[src/rtl/mem_tc_pkg.sv]
// Shared state encoding, LFSR polynomial and data-lane helper for the memory traffic checker.
package mem_tc_pkg;

  typedef enum logic [2:0] {
    ST_IDLE,
    ST_WR_REQ,
    ST_WR_GAP,
    ST_RD_REQ,
    ST_RD_GAP,
    ST_DONE
  } mem_tc_state_e;

  localparam logic [31:0] LFSR_POLY = 32'h8020_0003;

  // Each 32-bit lane carries the LFSR word XORed with its lane number.
  function automatic logic [31:0] lane_word(input logic [31:0] lfsr, input int lane);
    return lfsr ^ 32'(lane);
  endfunction

endpackage

[src/rtl/mem_tc_lfsr32.sv]
// 32-bit Galois LFSR (right-shifting, LFSR_POLY tap mask); load has priority over step.
module mem_tc_lfsr32
  import mem_tc_pkg::*;
#(
  parameter logic [31:0] SEED = 32'hACE1_2468
) (
  input  logic        clk,
  input  logic        rst,
  input  logic        load_i,
  input  logic        step_i,
  output logic [31:0] state_o
);

  logic [31:0] lfsr_q, lfsr_d;

  always_comb begin
    lfsr_d = lfsr_q;
    if (load_i)
      lfsr_d = SEED;
    else if (step_i)
      lfsr_d = {1'b0, lfsr_q[31:1]} ^ (lfsr_q[0] ? LFSR_POLY : 32'h0);
  end

  always_ff @(posedge clk) begin
    if (rst) lfsr_q <= SEED;
    else     lfsr_q <= lfsr_d;
  end

  assign state_o = lfsr_q;

endmodule

[config.mk]
export PLATFORM = sky130hd
export DESIGN_NAME = mem_tc_lfsr32
export DESIGN_NICKNAME = d
export VERILOG_FILES = /design/src/rtl/mem_tc_pkg.sv /design/src/rtl/mem_tc_lfsr32.sv
export SDC_FILE = /design/constraint.sdc
export NUM_CORES = 1
export LEC_CHECK = 0
export CAP_MARGIN = 20
export CORE_UTILIZATION = 40
export CTS_CLUSTER_DIAMETER = 60
export DETAILED_ROUTE_END_ITERATION = 6
export PLACE_DENSITY = 0.69
export SLEW_MARGIN = 5
export SYNTH_ARGS = -nofsm -noshare
export SYNTH_HDL_FRONTEND = slang
export SYNTH_SLANG_ARGS = --single-unit
export TNS_END_PERCENT = 30
[constraint.sdc]
create_clock -name clk -period 1.35 [get_ports clk]
set_input_delay 0.405 -clock clk [delete_from_list [all_inputs] [get_ports clk]]
set_output_delay 0.405 -clock clk [all_outputs]
set_load 0.02 [all_outputs]
After elaboration in Yosys (flattened, before gate mapping) --
Cells that the tools add are included.
Storage, ports and cells: register bits after elaboration 32, bits of input ports 4, output and inout port bits 32, logic and storage cells 4
Cells by class: muxes and demuxes 1, bitwise gates (word level) 1, reductions and logical operators 1
Operators with widths (number):
- 32-bit 2-to-1 mux | 1
- 31-bit by 32-bit bitwise XOR with 32-bit output | 1
- 2-bit OR reduction | 1

Logic depth before layout (Yosys ltp) --
depth after elaboration 2, depth in mapped cells 4

Worst setup path after synthesis --
Ideal clock, no wire load.
path type input-to-reg, start point input port step_i, end point register lfsr_q[31], in the netlist state_o[31], setup time 0.123 ns, arrival 0.939 ns, path slack 0.289 ns, stages on the path 4, path buffers 2, cells stage by stage buf_4 > buf_6 > mux2i_1 > nand2_1
RTL lines:
- start, declared | RTL line mem_tc_lfsr32.sv:10 | input logic step_i,
- end signal, assigned | RTL line mem_tc_lfsr32.sv:26 | else lfsr_q <= lfsr_d;
- end, declared | RTL line mem_tc_lfsr32.sv:14 | logic [31:0] lfsr_q, lfsr_d;

Worst setup path in the final report --
start point register lfsr_q[16], in the netlist state_o[16], end point output port state_o[16]
RTL lines:
- end, declared | RTL line mem_tc_lfsr32.sv:11 | output logic [31:0] state_o
No word-level cell between the ends.

==> flow_summary.yaml <==
drt:
  detail_route.first_pass.iterations: 4
  drt-total-wl_um: 2560
  post_drt_wl_per_cell_um: 12.0
  drc_errors: 0
  dr_total_vias: 997
  drt_iter0_drc: 15
  drt.antenna.violating_nets: 0
  vias_cell: 4.68
floorplan:
  die_h_um: 56.5
  rows: 19
  chipWidth_um: 56.5
  io_pins: 36
  initial_core_util_pct: 42.6
  core_region_area_mm2: 0.00278
  floorplan.die_area_mm2: 0.00319
yosys:
  synth_compound_area_share_pct: 2.43
  synth_xor_area_share_pct: 1.48
  synthesis.instances: 108
  syn-num-nets: 112
  synth_edf_count: 0
  syn_area_per_cell_um2: 11.0
  combinational_family_with_the_most_area_after_synthesis: "multiplexers"
  synth.distinct_cells: 16
  post_synth_fa_ha_maj_area_fraction_pct: 0
  synth_common_cells: "sky130_fd_sc_hd__dfxtp_1, sky130_fd_sc_hd__mux2i_1, sky130_fd_sc_hd__nor2_1"
  synth_area_leader_cell: "sky130_fd_sc_hd__dfxtp_1"
  number_of_register_bits_inferred_by_synthesis: 32
  yosys_most_used_dff: "sky130_fd_sc_hd__dfxtp_1"
  synth_top_area_share_pct: 54.0
  post-synth-top-count-cell: "sky130_fd_sc_hd__dfxtp_1"
  synth.yosys.seq_area_share_pct: 54.0
  synth_area_leaders: "sky130_fd_sc_hd__dfxtp_1, sky130_fd_sc_hd__mux2i_1, sky130_fd_sc_hd__nor2_1"
  async_reset_ff_share_pct: 0
  post_synth_design_cell_area_mm2: 0.00119
  synth_mux_area_share_pct: 24.5
  yosysWarnings: 0
  synth_simple_gate_area_share_pct: 11.5
run:
  cap_violations: 0
sta:
  finalHoldViolCount: 0
  slew_viol_final: 0
  finalSetupViolations: 0
  grt_setup_unrepaired: "false"
  timing.hold.ws_ns: 0.422
  period_share_pct: 94.7
  worst_slew_margin_rel_pct: 83.8
  min_period_ns: 1.28
  tightest_slew_ns: 0.243
  worst_clock_skew_ns: 0.00633
  max_clock_freq_mhz: 782
  totalNegativeSetupSlack_ns: 0
critical_path:
  cpMaxStageDelayCell: "sky130_fd_sc_hd__dfxtp_1"
  crit_fanout: 3
  crit_arrival_ns: 0.87
  worst_path_largest_cell_delay_ns: 0.36
  timing.critical_path.max_delay_family: "flip-flops"
  cp.buffers_inverters: 1
  rr_worst_depth: 3
  worst-path-stages: 1
  required_ns: 0.95
  crit_path_cell_trace: "buf_2"
  start_kind: "flip-flop"
  worst-setup-path-type: "reg2out"
  end_kind: "output port"
clock_network:
  clock_sink_count: 32
  holdBufCountCts: 0
  cts_root_buf: "sky130_fd_sc_hd__clkbuf_4"
  htree_num_levels: 2
  cts_post_setup_buffers_inserted: 0
  tritoncts: "done"
  clk_pin_slew_worst_paths_ns: 0.10
  cts_made_buffers: 5
  cts-root-to-sink-buffers: 2
  insertion_delay_ns: 0.33
cells_and_area:
  synthToLayoutAreaGrowth_pct: 46.0
  final_layout_size_suffix_gt1_share_pct: 44.5
  final.fill_count: 249
  largest_register_ffs: 32
  num_antenna_cells: 0
  final_area_mm2: 0.00173
  finalNetCount: 185
global_routing:
  gr-usage-all-layers_pct: 17.7
  gr-total-overflow: 0
  grt_max_degree: 27
  wire_length_of_the_first_global_routing_pass_um: 4210
  first_global_vias: 961
  grt_antenna_before_repair: 0
worst_hold_path:
  min_path_cells: 3
  holdCritPathClass: "in2reg"
power:
  power.total_mw: 2.06
  power.ir.vdd_worst_mv: 1.04
  power.static_leakage_nw: 0.875
  p_per_area_mw_per_mm2: 1190
outcome:
  status: "finished clean"
placed_design:
  cell_area_after_placement_mm2: 0.00180
  port_buffers: 35
  routabilityCongestion: 0.717
  place_hpwl_um: 1820
[cells by family (layout without fill, tap and decap cells)]
group,count (synthesis),after routing
AND/OR/NAND/NOR,34,34
flip-flops,32,32
multiplexers,29,29
buffers and inverters,7,81
AO/OA/AOI/OAI,4,4
XOR/XNOR,2,2
[worst paths after layout]
kind	to	startpoint	slack, ns
setup / recovery	state_o[16]	state_o[16]$_SDFFE_PP1P_	0.07
hold / removal	state_o[30]$_SDFFE_PP0P_	step_i	0.42
setup reg to reg	state_o[21]$_SDFFE_PP1P_	state_o[21]$_SDFFE_PP1P_	0.46
hold reg to reg	state_o[16]$_SDFFE_PP1P_	state_o[16]$_SDFFE_PP1P_	0.52
[power by group]
| part | leakage (nW) | switching, mW | internal, mW |
|---|---|---|---|
| Sequential | 0.262 | 0.0162 | 0.975 |
| Clock | 0.0515 | 0.328 | 0.492 |
| Combinational | 0.561 | 0.130 | 0.123 |
[metal layers]
metal	vias up	track usage, %	part of all wire [%]
li1	505	-	-
met1	454	19.9	45
met2	35	29.1	47
met3	3	8.53	6.7
met4	0	6.27	1.1
met5	-	0	0
[metrics by stage]
stage,util [%],setup WS (ns),std cells
CTS,64.5,0.000383,213
global placement,64.6,-0.119,205
floorplan,-,0.289,108
detailed placement,64.6,-0.165,205
finish,62.3,0.0720,213
global route,62.3,0.00989,213
[final cells by class]
| cell class | instances | area [µm²] | area share (%) |
|---|---|---|---|
| multi-input cells | 69 | 473 | 27.3 |
| clock inverters | 1 | 30.0 | 1.73 |
| clock buffers | 7 | 65.1 | 3.76 |
| flip-flops and latches | 32 | 642 | 37.1 |
| repair buffers | 73 | 483 | 27.9 |
| well taps | 31 | 38.8 | 2.24 |
[timing repair]
item                                    CTS  global route
gates resized for setup                 118            11
gates cloned                              0             0
endpoints found under the setup margin   32            11
[cell usage in the layout, fill, tap and decap left out, types with 2 or more instances in the layout]
master / count
sky130_fd_sc_hd__xnor2_1: 2
sky130_fd_sc_hd__clkbuf_4: 5
sky130_fd_sc_hd__buf_2: 33
sky130_fd_sc_hd__nand2_1: 12
sky130_fd_sc_hd__nor2_1: 19
sky130_fd_sc_hd__clkbuf_8: 2
sky130_fd_sc_hd__mux2i_1: 29
sky130_fd_sc_hd__dfxtp_1: 31
sky130_fd_sc_hd__buf_4: 37
sky130_fd_sc_hd__clkdlybuf4s50_1: 2
Note: power is estimated with default switching activity, not from simulation.
